## src/rtl/cnt_drv_pkg.sv

```systemverilog
// cnt_drv_pkg: shared state encoding and LOAD select codes for the
// loadable up-counter initiator (cnt_load_driver).
package cnt_drv_pkg;

    // FSM encoding kept as fixed 3-bit codes so legacy dumps stay readable
    typedef enum logic [2:0] {
        IDLE = 3'd0,
        LD   = 3'd1,
        RUN  = 3'd2,
        FIN  = 3'd3,
        FAIL = 3'd4
    } state_t;

    // Default LOAD select values understood by the counter block
    localparam logic [2:0] LOAD_IDLE = 3'd0;
    localparam logic [2:0] LOAD_CODE = 3'd1;

endpackage

```

## src/rtl/cnt_expect.sv

```systemverilog
// cnt_expect: expected-count tracker for cnt_load_driver.
// Holds the expected counter value, its load/increment (wrapping mod
// 2^WIDTH), the terminal-count compare and, when CNT_CHECK_EN is defined,
// the compare of the fed-back CNT against the expected value.
module cnt_expect #(
    parameter int WIDTH = 8
) (
    input  logic             clk,
    input  logic             rst,
    input  logic             clr,
    input  logic             inc,
    input  logic [WIDTH-1:0] start_val,
    input  logic [WIDTH-1:0] stop_val,
    input  logic [WIDTH-1:0] cnt,
    output logic             at_stop,
    output logic             mismatch
);

    logic [WIDTH-1:0] exp_r;

    // Expected count: reload with the start value, then step with the counter
    always_ff @(posedge clk or posedge rst) begin
        if (rst) begin
            exp_r <= {WIDTH{1'b0}};
        end else if (clr) begin
            exp_r <= start_val;
        end else if (inc) begin
            exp_r <= exp_r + {{(WIDTH-1){1'b0}}, 1'b1};
        end else begin
            exp_r <= exp_r;
        end
    end

    assign at_stop = (exp_r == stop_val);

`ifdef CNT_CHECK_EN
    assign mismatch = (cnt != exp_r);
`else
    // Without the checker the fed-back count is deliberately ignored
    logic unused_cnt_s;
    assign unused_cnt_s = ^cnt;
    assign mismatch     = 1'b0;
`endif

endmodule

```

## src/rtl/cnt_load_driver.sv

```systemverilog
// cnt_load_driver: initiator for the loadable up-counter (CNT/ENA/LOAD/DATA).
// Accepts a {start, stop} request, loads the counter with start for one
// cycle, then enables it until the expected count reaches stop.
// Optional macro CNT_CHECK_EN: when defined, CNT is compared against the
// expected count every RUN cycle; a mismatch aborts to FAIL and sets the
// sticky ERR flag. When undefined, ERR is tied low and FAIL is unreachable.
module cnt_load_driver #(
    parameter int         WIDTH     = 8,
    parameter logic [2:0] LOAD_CODE = cnt_drv_pkg::LOAD_CODE,
    parameter logic [2:0] LOAD_IDLE = cnt_drv_pkg::LOAD_IDLE
) (
    input  logic             CLOCK,
    input  logic             RESET,
    input  logic             START,
    input  logic             ABORT,
    input  logic [WIDTH-1:0] START_VAL,
    input  logic [WIDTH-1:0] STOP_VAL,
    input  logic [WIDTH-1:0] CNT,
    output logic             ENA,
    output logic [2:0]       LOAD,
    output logic [WIDTH-1:0] DATA,
    output logic             BUSY,
    output logic             DONE,
    output logic             ERR
);

    import cnt_drv_pkg::*;

    state_t           state_r;
    state_t           state_nxt_s;
    logic [WIDTH-1:0] start_r;
    logic [WIDTH-1:0] stop_r;
    logic [WIDTH-1:0] data_r;
    logic [2:0]       load_r;
    logic             busy_r;
    logic             done_r;
    logic             accept_s;
    logic             exp_clr_s;
    logic             exp_inc_s;
    logic             at_stop_s;
    logic             mismatch_s;
    logic             ena_s;

    cnt_expect #(
        .WIDTH (WIDTH)
    ) u_expect (
        .clk       (CLOCK),
        .rst       (RESET),
        .clr       (exp_clr_s),
        .inc       (exp_inc_s),
        .start_val (start_r),
        .stop_val  (stop_r),
        .cnt       (CNT),
        .at_stop   (at_stop_s),
        .mismatch  (mismatch_s)
    );

    // Next-state logic; ABORT overrides every transition out of a busy state
    always_comb begin
        state_nxt_s = state_r;
        accept_s    = 1'b0;
        exp_clr_s   = 1'b0;
        exp_inc_s   = 1'b0;
        case (state_r)
            IDLE: begin
                if (START && !ABORT) begin
                    state_nxt_s = LD;
                    accept_s    = 1'b1;
                end else begin
                    state_nxt_s = IDLE;
                end
            end
            LD: begin
                if (ABORT) begin
                    state_nxt_s = IDLE;
                end else begin
                    state_nxt_s = RUN;
                    exp_clr_s   = 1'b1;
                end
            end
            RUN: begin
                if (ABORT) begin
                    state_nxt_s = IDLE;
                end else if (mismatch_s) begin
                    state_nxt_s = FAIL;
                end else if (at_stop_s) begin
                    state_nxt_s = FIN;
                end else begin
                    state_nxt_s = RUN;
                    exp_inc_s   = 1'b1;
                end
            end
            FIN: begin
                state_nxt_s = IDLE;
            end
            FAIL: begin
                state_nxt_s = IDLE;
            end
            default: begin
                state_nxt_s = IDLE;
            end
        endcase
    end

    // Counter enable follows the RUN state and exp in the same cycle so the
    // counter steps in lockstep with exp; dropped on mismatch or abort
    always_comb begin
        if (state_r == RUN) begin
            ena_s = !at_stop_s && !mismatch_s && !ABORT;
        end else begin
            ena_s = 1'b0;
        end
    end

    // State register and request capture
    always_ff @(posedge CLOCK or posedge RESET) begin
        if (RESET) begin
            state_r <= IDLE;
            start_r <= {WIDTH{1'b0}};
            stop_r  <= {WIDTH{1'b0}};
            data_r  <= {WIDTH{1'b0}};
        end else begin
            state_r <= state_nxt_s;
            if (accept_s) begin
                start_r <= START_VAL;
                stop_r  <= STOP_VAL;
                data_r  <= START_VAL;
            end else begin
                start_r <= start_r;
                stop_r  <= stop_r;
                data_r  <= data_r;
            end
        end
    end

    // Registered LOAD/BUSY/DONE decoded from the state being entered
    always_ff @(posedge CLOCK or posedge RESET) begin
        if (RESET) begin
            load_r <= LOAD_IDLE;
            busy_r <= 1'b0;
            done_r <= 1'b0;
        end else begin
            load_r <= (state_nxt_s == LD) ? LOAD_CODE : LOAD_IDLE;
            busy_r <= (state_nxt_s != IDLE);
            done_r <= (state_nxt_s == FIN);
        end
    end

`ifdef CNT_CHECK_EN
    logic err_r;

    // Sticky error: cleared by an accepted request, set on entering FAIL
    always_ff @(posedge CLOCK or posedge RESET) begin
        if (RESET) begin
            err_r <= 1'b0;
        end else if (accept_s) begin
            err_r <= 1'b0;
        end else if (state_nxt_s == FAIL) begin
            err_r <= 1'b1;
        end else begin
            err_r <= err_r;
        end
    end

    assign ERR = err_r;
`else
    assign ERR = 1'b0;
`endif

    assign ENA  = ena_s;
    assign LOAD = load_r;
    assign DATA = data_r;
    assign BUSY = busy_r;
    assign DONE = done_r;

endmodule

```

## config.mk

```make
export PLATFORM = sky130hd
export DESIGN_NAME = cnt_load_driver
export DESIGN_NICKNAME = d
export VERILOG_FILES = /design/src/rtl/cnt_drv_pkg.sv /design/src/rtl/cnt_expect.sv /design/src/rtl/cnt_load_driver.sv
export SDC_FILE = /design/constraint.sdc
export NUM_CORES = 1
export LEC_CHECK = 0
export CAP_MARGIN = 20
export CORE_UTILIZATION = 50
export CTS_CLUSTER_DIAMETER = 80
export DETAILED_ROUTE_END_ITERATION = 16
export GPL_ROUTABILITY_DRIVEN = 0
export PLACE_DENSITY = 0.84
export RECOVER_POWER = 50
export SKIP_LAST_GASP = 1
export SYNTH_ARGS = -nofsm -noshare
export SYNTH_HDL_FRONTEND = slang
export SYNTH_HIERARCHICAL = 1
export SYNTH_SLANG_ARGS = --single-unit
export TNS_END_PERCENT = 30
```

## constraint.sdc

```tcl
create_clock -name CLOCK -period 3.4 [get_ports CLOCK]
set_input_delay 0.68 -clock CLOCK [delete_from_list [all_inputs] [get_ports CLOCK]]
set_output_delay 0.68 -clock CLOCK [all_outputs]
set_load 0.05 [all_outputs]
```

# --- Word level (Yosys, flattened, before mapping) ---
# Index checks and enable logic that the tools add are counted.
totals:
  reg_bits: 30
  input_bits: 28
  out_inout_bits: 15
  word_cells: 36
op_classes:
  add_sub_neg: 1
  eq_ne: 5
  n_mux: 16
  reduce_logical: 7
ops:
  columns: ["operator", "n"]
  rows:
  - ["$mux W8", 2]
  - ["$mux W1", 11]
  - ["$pmux W3 S3", 1]
  - ["$add A8 B1 Y8 const B", 1]
  - ["$eq A8 B8 Y1", 1]
  - ["$eq A3 B1 Y1 const B", 2]
  - ["$eq A3 B2 Y1 const B", 2]
  - ["$mux W2", 2]
  - ["$logic_not A3 Y1", 1]
  - ["$reduce_bool A3 Y1", 1]
  - ["$logic_and A1 B1 Y1", 2]
  - ["$logic_not A1 Y1", 2]
  - ["$reduce_bool A2 Y1", 1]

# --- Logic depth before layout (Yosys ltp) ---
# Gate-level depths: netlist of the first run.
logic_depth:
  word_depth: 6
  ltp_mapped: 9
  ltp_nobuf: 7

# --- Cells and area by module ---
# Netlist of the first run, hierarchy kept.
modules_own_cells:
  columns: ["mod", "n_inst", "cells_per_inst", "area_per_inst_um2", "seq_area_each_um2"]
  rows:
  - ["cnt_load_driver", 1, 57, 900.9, 550.5]
  - ["cnt_expect", 1, 64, 548.0, 200.2]

# --- Worst setup path after synthesis of the first run ---
# OpenSTA, ideal clock, no wires.
synth_path:
  path_kind: "input port to flip-flop"
  from: "input port ABORT"
  to: "register u_expect.exp_r[7]"
  setup_time_ns: 0.069
  arrival_time_ns: 2.586
  t_required_ns: 3.331
  setup_slack_ns: 0.745
  cell_stages: 7
  n_path_buf: 1
  path_cell_list: "nor3_4 > nand3b_1 > nor2_1 > buf_2 > nand4_1 > or4_1 > nand3_1"
synth_between:
  elab_chain_cells: 3
  word_cells_on_any_way: 6
  classes_between: "mux: 5; reduce/logical: 1"
synth_lines:
  columns: ["element", "line_no", "text"]
  rows:
  - ["start, declared", "cnt_load_driver.sv:15", "input logic ABORT,"]
  - ["$mux W1 (on tied branches)", "cnt_load_driver.sv:74, cnt_load_driver.sv:82", null]
  - ["$mux W1", "cnt_load_driver.sv:64", "case (state_r)"]
  - ["$mux W8 / $reduce_bool A2 Y1 (equally long branches)", null, null]
  - ["end signal, assigned", "cnt_expect.sv:24", "exp_r <= {WIDTH{1'b0}};"]
  - ["end signal, assigned", "cnt_expect.sv:26", "exp_r <= start_val;"]
  - ["end signal, assigned", "cnt_expect.sv:28", "exp_r <= exp_r + {{(WIDTH-1){1'b0}}, 1'b1};"]
  - ["end, declared", "cnt_expect.sv:19", "logic [WIDTH-1:0] exp_r;"]
# Several ways; a longest one is shown, not always the timed one.
# A chain may end at the register's enable or synchronous reset.

# --- Worst setup path in the final report of the first run ---
layout_path:
  from: "input port ABORT"
  to: "output port ENA"
layout_between:
  elab_chain_cells: 3
layout_lines:
  columns: ["element", "line_no", "text"]
  rows:
  - ["$logic_not A1 Y1", "cnt_load_driver.sv:109", "ena_s = !at_stop_s && !mismatch_s && !ABORT;"]
  - ["$logic_and A1 B1 Y1", "cnt_load_driver.sv:109", null]
  - ["$mux W1", "cnt_load_driver.sv:108", "if (state_r == RUN) begin"]
  - ["end, declared", "cnt_load_driver.sv:19", "output logic ENA,"]
# Every way passes these cells.

==> results of run 1 <==
per-layer routing:
layer | share of wire, % | routed length, um | vias to the layer above
met5 | 0 | 0 | -
met3 | 6.0 | 169 | 8
met2 | 51 | 1430 | 33
li1 | - | - | 480
met4 | 2.1 | 59 | 0
met1 | 41 | 1170 | 482
critical path: cells and delay by family:
family,cells,cell delay (ns)
buffers and inverters,2,0.76
AND/OR/NAND/NOR,3,0.75
stage by stage:
stage / power [mW] / hold slack, ns / cells / util (%) / area, um^2
5_1_grt: 1.34 / 0.544 / 186 / 67.6 / 1870
2_1_floorplan: 0.792 / 0.492 / 123 / - / 1460
6_report: 1.28 / 0.516 / 186 / 67.6 / 1870
3_5_place_dp: 0.909 / 0.507 / 178 / 64.5 / 1780
3_3_place_gp: 0.888 / 0.491 / 178 / 64.5 / 1780
4_1_cts: 1.28 / 0.535 / 186 / 68.5 / 1890
placed cells by master, fill, tap and decap left out, drive strengths merged:
cell            n
nand2           9
dlygate4sd3     3
buf             3
nand4           6
clkbuf          6
nor4b           1
nand3           5
clkdlybuf4s50  27
nand3b          2
nand2b          1
mux2           16
mux2i           1
conb            4
dfrtp          30
and3            1
xor2            3
nor2b           3
ha              1
nor3            2
a2111oi         1
o21ai           9
bufinv          2
nor2            3
or4             3
xnor2           9
inv             4
worst paths after layout:
check | endpoint | startpoint
min in group asynchronous | u_expect/exp_r[1]$_DFFE_PP0P_ | RESET
worst min-delay path | BUSY$_DFF_PP0_ | state_r[2]$_DFF_PP0_
worst max register to register | stop_r[2]$_DFFE_PP0P_ | state_r[2]$_DFF_PP0_
max in group asynchronous | BUSY$_DFF_PP0_ | RESET
worst max-delay path | ENA | ABORT
worst min register to register | BUSY$_DFF_PP0_ | state_r[2]$_DFF_PP0_
sequential cells by signal, summed over array words and instances (netlist names):
| signal | count |
|---|---|
| BUSY | 1 |
| DATA | 8 |
| u_expect/exp_r | 8 |
| state_r | 3 |
| LOAD | 1 |
| stop_r | 8 |
| DONE | 1 |
kinds of logic (layout without fill, tap and decap cells):
kind of cell / count (synthesis) / in the layout / share of synthesized area [%]
XOR/XNOR: 12 / 12 / 7.25
adder cells (fa/ha/maj): 1 / 1 / 0.863
buffers and inverters: 13 / 45 / 5.09
flip-flops: 30 / 30 / 51.8
AO/OA/AOI/OAI: 10 / 10 / 3.71
multiplexers: 17 / 17 / 15.2
AND/OR/NAND/NOR: 36 / 36 / 15.5
other: 2 / 4 / 0.518
power by group through the flow:
stage | Clock, mW | Combinational [mW] | Sequential (mW)
5_1_grt | 0.398 | 0.391 | 0.550
6_report | 0.375 | 0.364 | 0.537
4_1_cts | 0.379 | 0.369 | 0.536
3_5_place_dp | 0 | 0.366 | 0.543
3_3_place_gp | 0 | 0.351 | 0.537
2_1_floorplan | 0 | 0.197 | 0.594
final cells by class:
class / count / area, um^2 / share of cell area (%)
clock buffers: 6 / 51.3 / 2.75
clock inverters: 2 / 60.1 / 3.22
inverters: 4 / 15.0 / 0.805
multi-input cells: 80 / 614 / 32.9
flip-flops and latches: 30 / 751 / 40.2
well taps: 31 / 38.8 / 2.08
repair buffers: 33 / 335 / 18.0
==> qor.csv, run 1 <==
metric;value;unit
Clock Tree Buf Depth;2;
combinational share of power;28.5;%
antenna-violating nets left;0;
core area;2760;um^2
Worst R2R Path Depth;3;
Syn Area/Cell;12.0;um^2
CTS tree;built;
fin. max-slew vios;0;
final WL;2830;um
routed len/inst;15.2;um
top cells by area, synth;dfrtp_1 (52%), mux2_4 (8.3%), mux2_2 (6.2%);
clock power share;29.4;%
CTS resizes;0;
die area;3120;um^2
Residual DRC;0;
unrepaired setup endpoints after global routing;false;
final setup margin;0.523;ns
post-synthesis cell count;121;
sw frac;32.1;%
power per cell area;684;nW/um^2
met2 usage;33.9;%
fillcell total;224;
TritonCTS buffer count;5;
ys flop type;dfrtp_1;
fmax;348;MHz
met3 Track Usage GR;7.91;%
Seq/Total Area, Yosys;51.8;%
Worst Setup End Kind;output port;
register share of total power;42.1;%
worst path required time;2.72;ns
final worst path period share;84.6;%
vias;1003;
worst-path cell chain;dlygate4sd3_1, nor3_1, nand3b_1, nor2_1, buf_12;
first-pass GRT wire length;4820;um
synth warn;6;
Post-DP HPWL;2050;um
Ports;43;
area growth from synthesis to layout;28.8;%
count leader, synth;dfrtp_1;
library cells used by synthesis;30;
VDD IR-drop max;0.694;mV
element type at the critical path start;input port;
crit-path max FO;4;
initial antenna violation count;0;
row count;19;
WS Path Type;in2out;
Worst-path clk slew;0.09;ns
crit path DAT;2.20;ns
share of layout cells above drive strength 1;18.7;%
Post-Syn Area;1450;um^2
Total GRT Usage;20.6;%
Skew-Pair Late Insertion Delay;0.33;ns
setup TNS;0;ns
1st-iter DRT viols;19;
Sink Count;30;
Post-synth EDFFs;0;
Synth top area share;51.8;%
outcome;complete, no violations;
Die Ht;55.8;um
root buffer cell;clkbuf_4;
internal power;0.867;mW
H-Tree Depth;2;
n_diodes;0;
Worst-Margin Slew;1.06;ns
Leakage;0.814;nW
vias in the first global route;1057;
busiest grt layer;met2;
hold crit path type;reg2reg;
max-cap viol count;0;
final setup violation count;0;
# port buffers;31;
Worst path slowest cell;dlygate4sd3_1;
largest net degree at the start of global routing;23;
Psw;0.409;mW
Yosys reg bits;30;
Hold Crit Depth;1;
grt ovf;0;
Nets;183;
relative slew slack;29.4;%
most frequent cells after synthesis;dfrtp_1 (30), nand2_1 (9), o21ai_0 (9), xnor2_1 (9);
Final Hold Vio Count;0;
chip width;55.8;um
reg-to-reg slack, setup;1.18;ns
cell taking the most area after synthesis;dfrtp_1;
vias per cell;5.39;
GR Layer Usage met1;24.0;%
hold buffer count at cts;0;
initial core utilization;52.5;%
Tmin final;2.88;ns
clk_skew;0.00514;ns
Place WS;0.617;ns
detailed-router iteration count before antenna repair;4;
Synth async-reset ratio;100;%
postcts setup bufs;0;
Critical Path Max Stage Delay;0.58;ns
(Power assumes the default switching activity.)
==> run 2, diff against run 1 <==
--- a/config.mk
+++ b/config.mk
@@ -6,11 +6,11 @@
 export NUM_CORES = 1
 export LEC_CHECK = 0
 export CAP_MARGIN = 20
-export CORE_UTILIZATION = 50
+export CORE_UTILIZATION = 42
 export CTS_CLUSTER_DIAMETER = 80
 export DETAILED_ROUTE_END_ITERATION = 16
 export GPL_ROUTABILITY_DRIVEN = 0
-export PLACE_DENSITY = 0.84
+export PLACE_DENSITY = 0.75
 export RECOVER_POWER = 50
 export SKIP_LAST_GASP = 1
 export SYNTH_ARGS = -nofsm -noshare
==> constraint.sdc (replaced) <==
create_clock -name CLOCK -period 2.6 [get_ports CLOCK]
set_input_delay 0.52 -clock CLOCK [delete_from_list [all_inputs] [get_ports CLOCK]]
set_output_delay 0.52 -clock CLOCK [all_outputs]
set_load 0.05 [all_outputs]
==> run 2 against run 1 <==
Effect of this change: wire length down 9.4%; highest routed layer unchanged; clock skew increased by 0.0054 ns; cell count rose by 6.5%.
==> qor.csv, run 2 (synthesis gave the netlist of run 1 again) <==
metric;value;unit
outcome;complete, no violations;
register share of total power;49.5;%
chip width;60.7;um
Worst Setup End Kind;output port;
fmax;407;MHz
vias;972;
postcts setup bufs;0;
Nets;183;
1st-iter DRT viols;8;
Worst-path clk slew;0.08;ns
Tmin final;2.46;ns
most frequent cells in the layout;dfrtp_1 (30), clkdlybuf4s50_1 (27), o21ai_0 (9), nand2_1 (9), xnor2_1 (9);
final setup violation count;0;
Final Hold Vio Count;0;
VDD IR-drop max;0.476;mV
Skew-Pair Late Insertion Delay;0.33;ns
CTS resizes;0;
fin. max-slew vios;0;
grt ovf;0;
sw frac;35.8;%
Die Ht;60.7;um
initial antenna violation count;0;
share of layout cells above drive strength 1;16.9;%
reg-to-reg slack, setup;0.52;ns
initial core utilization;46.0;%
first-pass GRT wire length;4400;um
TritonCTS buffer count;5;
Leakage;0.779;nW
worst path required time;2.08;ns
die area;3690;um^2
power per cell area;779;nW/um^2
Clock Tree Buf Depth;2;
crit path DAT;1.94;ns
row count;20;
core area;3150;um^2
unrepaired setup endpoints after global routing;false;
clock power share;17.5;%
final setup margin;0.141;ns
Sink Count;30;
H-Tree Depth;2;
hold buffer count at cts;0;
Worst-Margin Slew;1.02;ns
CTS tree;built;
relative slew slack;31.8;%
area growth from synthesis to layout;25.8;%
n_diodes;0;
Place WS;0.155;ns
root buffer cell;clkbuf_4;
final worst path period share;94.6;%
Total GRT Usage;16.8;%
detailed-router iteration count before antenna repair;3;
Psw;0.509;mW
crit-path max FO;8;
vias per cell;4.91;
largest net degree at the start of global routing;23;
final WL;2570;um
Ports;43;
routed len/inst;13.0;um
element type at the critical path start;input port;
max-cap viol count;0;
setup TNS;0;ns
vias in the first global route;993;
# port buffers;31;
hold crit path type;reg2reg;
Residual DRC;0;
internal power;0.911;mW
clk_skew;0.0105;ns
combinational share of power;33.0;%
commonest non-fill, non-tap cell in the layout;dfrtp_1;
WS Path Type;in2out;
Post-DP HPWL;1850;um
antenna-violating nets left;0;
==> run 2: changes by cell type in the layout (fill, tap and decap cells not counted), sizes merged <==
cell	before	now
bufinv	2	0
clkbuf	6	8
buf	3	2
==> run 2: worst max-delay path: stages <==
cell	delay, ns
dlygate4sd3_1	0.60
nor3_4	0.17
nand3b_1	0.18
nor2_1	0.13
buf_4	0.19
buf_12	0.15
==> run 2: worst paths after layout <==
kind / start / to / cells after the start
min: DATA[0]$_DFFE_PP0P_ / u_expect/exp_r[0]$_DFFE_PP0P_ / 2
max: ABORT / ENA / 6
max in group asynchronous: RESET / DATA[1]$_DFFE_PP0P_ / 2
min in group asynchronous: RESET / u_expect/exp_r[4]$_DFFE_PP0P_ / 2
min reg2reg: DATA[0]$_DFFE_PP0P_ / u_expect/exp_r[0]$_DFFE_PP0P_ / 2
max reg2reg: state_r[2]$_DFF_PP0_ / stop_r[0]$_DFFE_PP0P_ / 3
==> run 2: layout make-up <==
| cell class | instances | area [um^2] |
|---|---|---|
| clock buffers | 7 | 45.0 |
| well taps | 44 | 55.1 |
| multi-input cells | 80 | 626 |
| flip-flops and latches | 30 | 751 |
| inverters | 4 | 15.0 |
| repair buffers | 33 | 332 |
| fillers | 273 | 1330 |
==> run 2: through the flow <==
step	cell area [um^2]	hold WS [ns]	util [%]	std cells	power, mW
5_1_grt	1820	0.556	57.8	198	1.52
4_1_cts	1840	0.466	58.3	198	1.44
2_1_floorplan	1460	0.336	-	123	1.04
3_3_place_gp	1790	0.489	56.9	191	1.17
3_5_place_dp	1790	0.500	56.9	191	1.18
6_report	1820	0.511	57.8	198	1.42
==> run 2: layer usage <==
layer | GRT usage [%] | part of all wire [%] | vias to the layer above | wire [um]
li1 | - | - | 473 | -
met1 | 20.4 | 44 | 466 | 1130
met2 | 27.6 | 48 | 30 | 1230
met3 | 7.68 | 7.2 | 3 | 184
met4 | 3.90 | 1.1 | 0 | 27
met5 | 0 | 0 | - | 0
==> run 2: power groups by stage <==
| stage | combinational (mW) | sequential [mW] | clock (mW) |
|---|---|---|---|
| 6_report | 0.468 | 0.703 | 0.248 |
| 5_1_grt | 0.513 | 0.721 | 0.282 |
| 4_1_cts | 0.477 | 0.702 | 0.256 |
| 3_5_place_dp | 0.474 | 0.711 | 0 |
| 3_3_place_gp | 0.462 | 0.704 | 0 |
| 2_1_floorplan | 0.258 | 0.777 | 0 |
